==> src/rtl/lutram_pkg.sv <==
// rtl/lutram_pkg.sv - shared constants and helpers for the LUTRAM read port
package lutram_pkg;

  localparam int RSP_FIFO_DEPTH = 2;
  localparam int RSP_PTR_W      = 1;
  localparam int RSP_CNT_W      = 2;

  // Range check done on zero-extended values so a lower bound of 0 stays a
  // plain runtime comparison rather than a constant-true expression.
  function automatic logic addr_in_range(input logic [31:0] addr,
                                         input logic [31:0] lo,
                                         input logic [31:0] hi);
    return (addr >= lo) && (addr <= hi);
  endfunction

endpackage

==> src/rtl/lutram_rsp_fifo2.sv <==
// rtl/lutram_rsp_fifo2.sv - 2-entry response FIFO with 1-bit wrapping pointers
module lutram_rsp_fifo2
  import lutram_pkg::*;
#(
  parameter int width = 2
) (
  input  logic                 clk,
  input  logic                 rst,
  input  logic                 push,
  input  logic [width-1:0]     push_entry,
  input  logic                 pop,
  output logic [RSP_CNT_W-1:0] count,
  output logic [width-1:0]     head
);

  logic [width-1:0]     mem [RSP_FIFO_DEPTH];
  logic [RSP_PTR_W-1:0] rd_ptr;
  logic [RSP_PTR_W-1:0] wr_ptr;
  logic                 do_push;
  logic                 do_pop;

  // A full FIFO refuses pushes and an empty one ignores pops.
  assign do_push = push && (count != RSP_CNT_W'(RSP_FIFO_DEPTH));
  assign do_pop  = pop && (count != '0);
  assign head    = mem[rd_ptr];

  // Storage, pointers and occupancy; entries are cleared so the head reads 0 out of reset.
  always_ff @(posedge clk) begin
    if (rst) begin
      rd_ptr <= '0;
      wr_ptr <= '0;
      count  <= '0;
      for (int i = 0; i < RSP_FIFO_DEPTH; i++) begin
        mem[i] <= '0;
      end
    end else begin
      if (do_push) begin
        mem[wr_ptr] <= push_entry;
        wr_ptr      <= wr_ptr + 1'b1;
      end
      if (do_pop) begin
        rd_ptr <= rd_ptr + 1'b1;
      end
      case ({do_push, do_pop})
        2'b10:   count <= count + 1'b1;
        2'b01:   count <= count - 1'b1;
        default: count <= count;
      endcase
    end
  end

endmodule

==> src/rtl/lutram_read_port.sv <==
// rtl/lutram_read_port.sv - read request/response engine for the LUTRAM async port; optional LUTRAM_READ_BYPASS_EN
module lutram_read_port
  import lutram_pkg::*;
#(
  parameter int addr_width = 1,
  parameter int data_width = 1,
  parameter int lo         = 0,
  parameter int hi         = 1
) (
  input  logic                  CLK,
  input  logic                  RST,
  input  logic                  REQ_VALID,
  input  logic [addr_width-1:0] REQ_ADDR,
  output logic                  REQ_RDY,
  output logic                  RSP_VALID,
  output logic [data_width-1:0] RSP_DATA,
  output logic                  RSP_OOR,
  input  logic                  RSP_RDY,
  output logic [addr_width-1:0] RAM_ADDR,
  input  logic [data_width-1:0] RAM_DOUT,
  input  logic                  WR_EN,
  input  logic [addr_width-1:0] WR_ADDR,
  input  logic [data_width-1:0] WR_DATA
);

  typedef struct packed {
    logic                  oor;
    logic [data_width-1:0] data;
  } rsp_entry_t;

  localparam int ENTRY_W = $bits(rsp_entry_t);

  rsp_entry_t           push_entry;
  rsp_entry_t           head_entry;
  logic [ENTRY_W-1:0]   head_bits;
  logic [RSP_CNT_W-1:0] count;
  logic                 in_range;
  logic                 accept;
  logic [data_width-1:0] rd_data;

  // The RAM read is asynchronous, so the address goes straight through.
  assign RAM_ADDR = REQ_ADDR;
  assign in_range = addr_in_range(32'(REQ_ADDR), 32'(lo), 32'(hi));

  // Readiness depends only on FIFO occupancy, never on RSP_RDY.
  assign REQ_RDY  = !RST && (count != RSP_CNT_W'(RSP_FIFO_DEPTH));
  assign accept   = REQ_VALID && REQ_RDY;

`ifndef LUTRAM_READ_BYPASS_EN
  wire unused_wr_snoop = &{1'b0, WR_EN, WR_ADDR, WR_DATA};
`endif

  // Build the entry captured on the accepting edge: snapshot of the read, or 0 when out of range.
  always_comb begin
    rd_data = RAM_DOUT;
`ifdef LUTRAM_READ_BYPASS_EN
    if (WR_EN && (WR_ADDR == REQ_ADDR)) begin
      rd_data = WR_DATA;
    end
`endif
    push_entry.oor  = !in_range;
    push_entry.data = in_range ? rd_data : '0;
  end

  lutram_rsp_fifo2 #(
    .width (ENTRY_W)
  ) u_rsp_fifo (
    .clk        (CLK),
    .rst        (RST),
    .push       (accept),
    .push_entry (push_entry),
    .pop        (RSP_RDY),
    .count      (count),
    .head       (head_bits)
  );

  assign head_entry = rsp_entry_t'(head_bits);
  assign RSP_VALID  = (count != '0);
  assign RSP_DATA   = head_entry.data;
  assign RSP_OOR    = head_entry.oor;

endmodule

==> config.mk <==
export PLATFORM = sky130hd
export DESIGN_NAME = lutram_read_port
export DESIGN_NICKNAME = d
export VERILOG_FILES = /design/src/rtl/lutram_pkg.sv /design/src/rtl/lutram_rsp_fifo2.sv /design/src/rtl/lutram_read_port.sv
export SDC_FILE = /design/constraint.sdc
export NUM_CORES = 1
export LEC_CHECK = 0
export ABC_AREA = 0
export BUFFER_PORTS_ARGS = -buffer_cell sky130_fd_sc_hd__buf_4
export CAP_MARGIN = 20
export CORE_AREA = 2 2 39 41
export DETAILED_ROUTE_END_ITERATION = 8
export DIE_AREA = 0 0 41 43
export GPL_TIMING_DRIVEN = 1
export PLACE_DENSITY = 0.59
export SETUP_SLACK_MARGIN = 0.3
export SLEW_MARGIN = 10
export SYNTH_ARGS = -nofsm -noshare
export SYNTH_HDL_FRONTEND = slang
export SYNTH_SLANG_ARGS = --single-unit
==> constraint.sdc <==
create_clock -name CLK -period 4.5 [get_ports CLK]
set_input_delay 0.45 -clock CLK [delete_from_list [all_inputs] [get_ports CLK]]
set_output_delay 0.45 -clock CLK [all_outputs]
set_load 0.02 [all_outputs]
After elaboration in Yosys (flattened, before gate mapping)

Memories as Yosys holds them, arrays and structs flattened. A register that Yosys moved wholly into a read port is not among the register bits.
Cells that the tools add are included.

Output and inout port bits: 5
Bits of input ports: 9
Logic and storage cells: 30
Memories kept: 1
Bits in registers: 4
Memory bits (writable): 2

Memories:

| name           | depth | bits a word | rd ports | clocked after memory_dff | wr ports | RTL line               | source |
|---|---|---|---|---|---|---|---|
| u_rsp_fifo.mem | 2     | 1           | 1        | 1                        | 2        | lutram_rsp_fifo2.sv:16 | `logic [width-1:0] mem [RSP_FIFO_DEPTH];` |

Reductions and logical operators: 8
Muxes and demuxes: 11
$add $sub $neg: 4
Equality and inequality tests: 3

Operators with widths:

| operator                                             | count |
|---|---|
| 2-to-1 mux 1 bit                                     | 10 |
| logical AND 1 bit                                    | 4 |
| one-hot mux 2 bit (2 select lines)                   | 1 |
| nonzero test 2 bit                                   | 2 |
| adder 1 bit (second input constant)                  | 2 |
| adder 2 x 1 -> 2 bit (second input constant)         | 1 |
| equality test 2 x 1 -> 1 bit (second input constant) | 1 |
| equality test 2 bit (second input constant)          | 1 |
| != test 2 bit (second input constant)                | 1 |
| subtractor 2 x 1 -> 2 bit (second input constant)    | 1 |
| logical NOT 1 bit                                    | 1 |
| OR reduction 1 bit                                   | 1 |

Longest topological paths before layout

Word-level depth: 9
Depth in mapped cells: 6
Depth with buffers taken out: 6

Modules after synthesis

Synthesis repeated with hierarchy kept, for this count alone.

Cell total of the unflattened synthesis: 43
Area total of the unflattened synthesis: 446.7 um^2

Modules (own cells, without submodules):

| module           | seq. area each (um^2) | area each (um^2) | cells an instance | times used |
|---|---|---|---|---|
| lutram_rsp_fifo2 | 220.2                 | 399.1            | 37                | 1 |
| lutram_read_port | 0.0                   | 47.5             | 6                 | 1 |

Worst setup path after synthesis

No wires, ideal clock.

Path kind: input port to flip-flop
Start: input port REQ_VALID
End: register u_rsp_fifo.count[1]
Slack: 2.804 ns
Arrival: 1.626 ns
Library setup time: 0.070 ns
Buffers on the path: 0
Required time: 4.430 ns
Stages on the path: 5
Path through: inv_1 or3_1 ha_1 or3_1 a21oi_1

Longest elaborated chain between the ends: 4
Elaborated cells on any way between the ends: 6
Those cells by class: 2 x eq/ne; 1 x mux; 3 x reduce/logical

Ends and longest elaborated chain:

| item                                                                     | RTL line               | source |
|---|---|---|
| start, declared                                                          | lutram_read_port.sv:12 | `input logic REQ_VALID,` |
| logical AND 1 bit (*)                                                    | lutram_read_port.sv:47 | `assign accept = REQ_VALID && REQ_RDY;` |
| logical AND 1 bit (*)                                                    | lutram_rsp_fifo2.sv:23 | `assign do_push = push && (count != RSP_CNT_W'(RSP_FIFO_DEPTH));` |
| equality test 2 x 1 -> 1 bit or equality test 2 bit (tied branches)      | lutram_rsp_fifo2.sv:44 | `case ({do_push, do_pop})` |
| one-hot mux 2 bit (2 select lines) or nonzero test 2 bit (tied branches) | n/a                    |  |
| end signal, assigned                                                     | lutram_rsp_fifo2.sv:45 | `2'b10: count <= count + 1'b1;` |
| end signal, assigned                                                     | lutram_rsp_fifo2.sv:46 | `2'b01: count <= count - 1'b1;` |
| end signal, assigned                                                     | lutram_rsp_fifo2.sv:47 | `default: count <= count;` |
| end, declared                                                            | lutram_rsp_fifo2.sv:12 | `output logic [RSP_CNT_W-1:0] count,` |

Every way passes the cells marked *; elsewhere a longest branch is shown, timed or not.
A chain may end at the register's enable or synchronous reset.

Worst setup path in the final report

Start: register u_rsp_fifo.count[0]
End: register u_rsp_fifo.count[1]

Longest elaborated chain between the ends: 6
Elaborated cells on any way between the ends: 12
Those cells by class: 2 x add/sub; 3 x eq/ne; 1 x mux; 6 x reduce/logical

Ends and longest elaborated chain:

| item                                                                     | RTL line                                       | source |
|---|---|---|
| != test 2 bit                                                            | lutram_rsp_fifo2.sv:23, lutram_read_port.sv:46 |  |
| logical AND 1 bit                                                        | lutram_read_port.sv:46                         | `assign REQ_RDY = !RST && (count != RSP_CNT_W'(RSP_FIFO_DEPTH));` |
| logical AND 1 bit                                                        | lutram_read_port.sv:47                         |  |
| logical AND 1 bit                                                        | lutram_rsp_fifo2.sv:23                         |  |
| equality test 2 x 1 -> 1 bit or equality test 2 bit (tied branches)      | lutram_rsp_fifo2.sv:44                         |  |
| one-hot mux 2 bit (2 select lines) or nonzero test 2 bit (tied branches) | n/a                                            |  |

Parallel ways exist; a longest one is shown, timed or not.

==> summary.txt <==
Synthesis
  • Mux contribution to synthesized area: 0.03180
  • Top cells by count, synth: dfxtp_1 (5), nor2_1 (4), or3_1 (3)
  • Yosys top cell area share: 0.2827
  • Largest family of logic cells by synthesized area: simple AND/OR/NAND/NOR gates
  • Synth area leader: dfxtp_1
  • Number of synthesized flops with an enable pin: 2
  • Gate Count Post-Synth: 38
  • Avg Cell Area, Syn: 9.318 sq um
  • Most numerous cell in the Yosys netlist: dfxtp_1
  • Syn_nets: 48
  • Predominant post-synthesis flop cell: dfxtp_1
  • Synth Area in Simple Gates: 0.2191
  • Xor/xnor share of the synthesized area: 0.07420
  • Sequential-to-total area share from yosys stat: 0.4523
  • Compound-gate portion of the synthesized area: 0.1025
  • Top post-synthesis cells by area: dfxtp_1 (28%), edfxtp_1 (17%), or3_1 (5.3%), xnor2_1 (4.9%), buf_4 (4.2%)
  • Synth unique cells: 22
  • Ys async rst share: 0
  • Synthesized cell area: between 300 and 400 sq um
  • #FFs+latches synth: 7
  • Synth warnings: 0
  • Adder-cell share of the synthesized area: 0.03534

Global route
  • Global Route Usage Sum: 0.08174
  • Initial antenna violation count: 0
  • Largest net degree at the start of global routing: 12
  • First-pass GRT wire length: 890 um
  • Remaining Overflow, GRT: 0
  • Vias in the first global route: between 200 and 250

Clocking
  • Deepest clock path buffer count: 2
  • CTS H-tree lvls: 1
  • Insertion delay to the later sink of the worst-skew pair: 0.25 ns
  • Total CTS buffers: 3
  • CTS root buf: clkbuf_4
  • Post-CTS Setup Inserts: 0
  • CTS tree: done
  • # clock sinks: 7
  • Post-CTS Resized: 0
  • Worst-path clk slew: 0.05 ns
  • Post-CTS Hold Fix Bufs: 0

Placed design
  • Placed instance area: 407.9 sq um
  • Setup WS pre-CTS: about 2.6 ns
  • Final GP Congestion: 0.6030
  • HPWL Detailed: 416.1 um
  • Inst Count DP: 58
  • Port bufs: 7

Run status
  • Status: completed

Power
  • Static Leak: 0.1844 nW
  • Sw frac: 0.3278
  • Int Pwr: 0.1595 mW
  • Power after layout: between 0.2 and 0.25 mW
  • VDD IR max: 0.0002752 V
  • Logic pwr share: 0.361
  • Pwr dens: 546.4 nW/um^2
  • Sequential share of power: 0.404
  • Switching power: around 0.08 mW
  • Clk network pwr share: 0.235

STA
  • Final worst path period share: 0.3890
  • Hold_ws: 0.4455 ns
  • Final-report setup violation count: 0
  • Final Hold Viols: 0
  • RSZ-0062 raised after global routing: false
  • Fmax: ~570 MHz
  • Crit path time final: 1.750 ns
  • Clock skew: approximately 0.0027 ns
  • Setup ws final: approximately 2.7 ns
  • Max Slew Vio Count: 0
  • Setup total negative slack: 0 ns

Drt
  • Routed WL: 553 um
  • WL/cell: 8.919 um
  • First DRT Iteration DRCs: 5
  • Routed via count: between 200 and 300
  • Residual DRC: 0
  • Via density: about 4.3
  • Number of nets with antenna violations after routing: 0
  • Pre-antenna DRT Iters: 2

Setup path
  • CP max FO: 6
  • Slowest-stage cell, CP: dfxtp_1
  • CP startpoint kind: register
  • WP data arrival: 1.93 ns
  • Crit end category: register
  • Top cell by count, worst path: or3_1
  • Worst-path cell chain: nor2b_1 > or3_1 > ha_1 > or3_1 > a21oi_1
  • Crit path kind: register to register
  • Largest stage delay, worst path: between 0.4 and 0.5 ns
  • CP Data Required Time: around 4.7 ns

Floorplan
  • Die height: around 43 um
  • Die Wd: 41 um
  • # rows: 14
  • Starting density of the core: 0.2559
  • Die area: 1763 sq um
  • I/O Pins: 14
  • Core ar.: 1384 sq um

Finish
  • Share of cells above drive strength 1: 0.2391
  • Fin util: 0.3137
  • Final std cells w/o fill: just over 60
  • Final instance area: 434.2 sq um
  • Area grow syn2layout: 22.61%
  • # diodes: 0
  • Fill cells: 146
  • Nets: 57

Hold path
  • Min-Delay Path Class: primary input to register

Job
  • Maxcap violations: 0
==> worst max-delay path, delay by kind of cell, from the launching register on <==
family	cells	cell delay, ns
adder cells (fa/ha/maj)	1	0.32
AND/OR/NAND/NOR	3	0.80
AO/OA/AOI/OAI	1	0.14
flip-flops	1	0.42
==> power groups by stage <==
| stage | Sequential, mW | Clock, mW | Combinational, mW |
|---|---|---|---|
| after detailed placement | 0.0974 | 0 | 0.0862 |
| after floorplan | 0.0936 | 0 | 0.0657 |
| after global routing | 0.0978 | 0.0615 | 0.0965 |
| after CTS | 0.0961 | 0.0585 | 0.0872 |
| after global placement | 0.0971 | 0 | 0.0853 |
| final | 0.0958 | 0.0557 | 0.0858 |
==> metal layers <==
layer	wire [um]	vias to the layer above	global-route usage	part of all wire
met5	0	-	0	0
met2	230	8	0.09688	0.42
li1	-	141	-	-
met3	45	0	0.07853	0.081
met1	277	116	0.09477	0.50
met4	0	0	0.04000	0
==> logic make-up (layout without fill, tap and decap cells) <==
group,count (synthesis),count (layout)
simple gates,14,14
other cells,1,1
fa+ha+maj,1,1
xor+xnor,3,3
compound gates,6,6
flops,7,7
buf+inv,5,13
mux,1,1
==> placed cells by master, fill, tap and decap left out, types with 3 or more instances in the layout <==
cell type	Yosys	layout
clkbuf_4	0	3
dfxtp_1	5	5
nor2_1	4	4
or3_1	3	3
buf_4	2	7
==> cell type report <==
cell class              count  area [sq um]  share of cell area
repair buffers              7         52.55              0.1210
flip-flops and latches      7         160.2              0.3689
well taps                  16         20.02             0.04611
clock buffers               4         26.28             0.06052
multi-input cells          26         167.7              0.3862
inverters                   2         7.507             0.01729
==> worst paths after layout <==
path	start	to	slack (ns)	cells after the start
worst max-delay path	u_rsp_fifo.count[0]$_SDFFE_PP0P_	u_rsp_fifo.count[1]$_SDFFE_PP0P_	2.75	5
worst min-delay path	RST	u_rsp_fifo.wr_ptr$_SDFFE_PP0P_	0.45	2
worst max register to register	u_rsp_fifo.count[0]$_SDFFE_PP0P_	u_rsp_fifo.count[1]$_SDFFE_PP0P_	2.75	5
worst min register to register	u_rsp_fifo.rd_ptr$_SDFFE_PP0P_	u_rsp_fifo.rd_ptr$_SDFFE_PP0P_	0.51	2
Note: power is estimated with default switching activity, not from simulation.
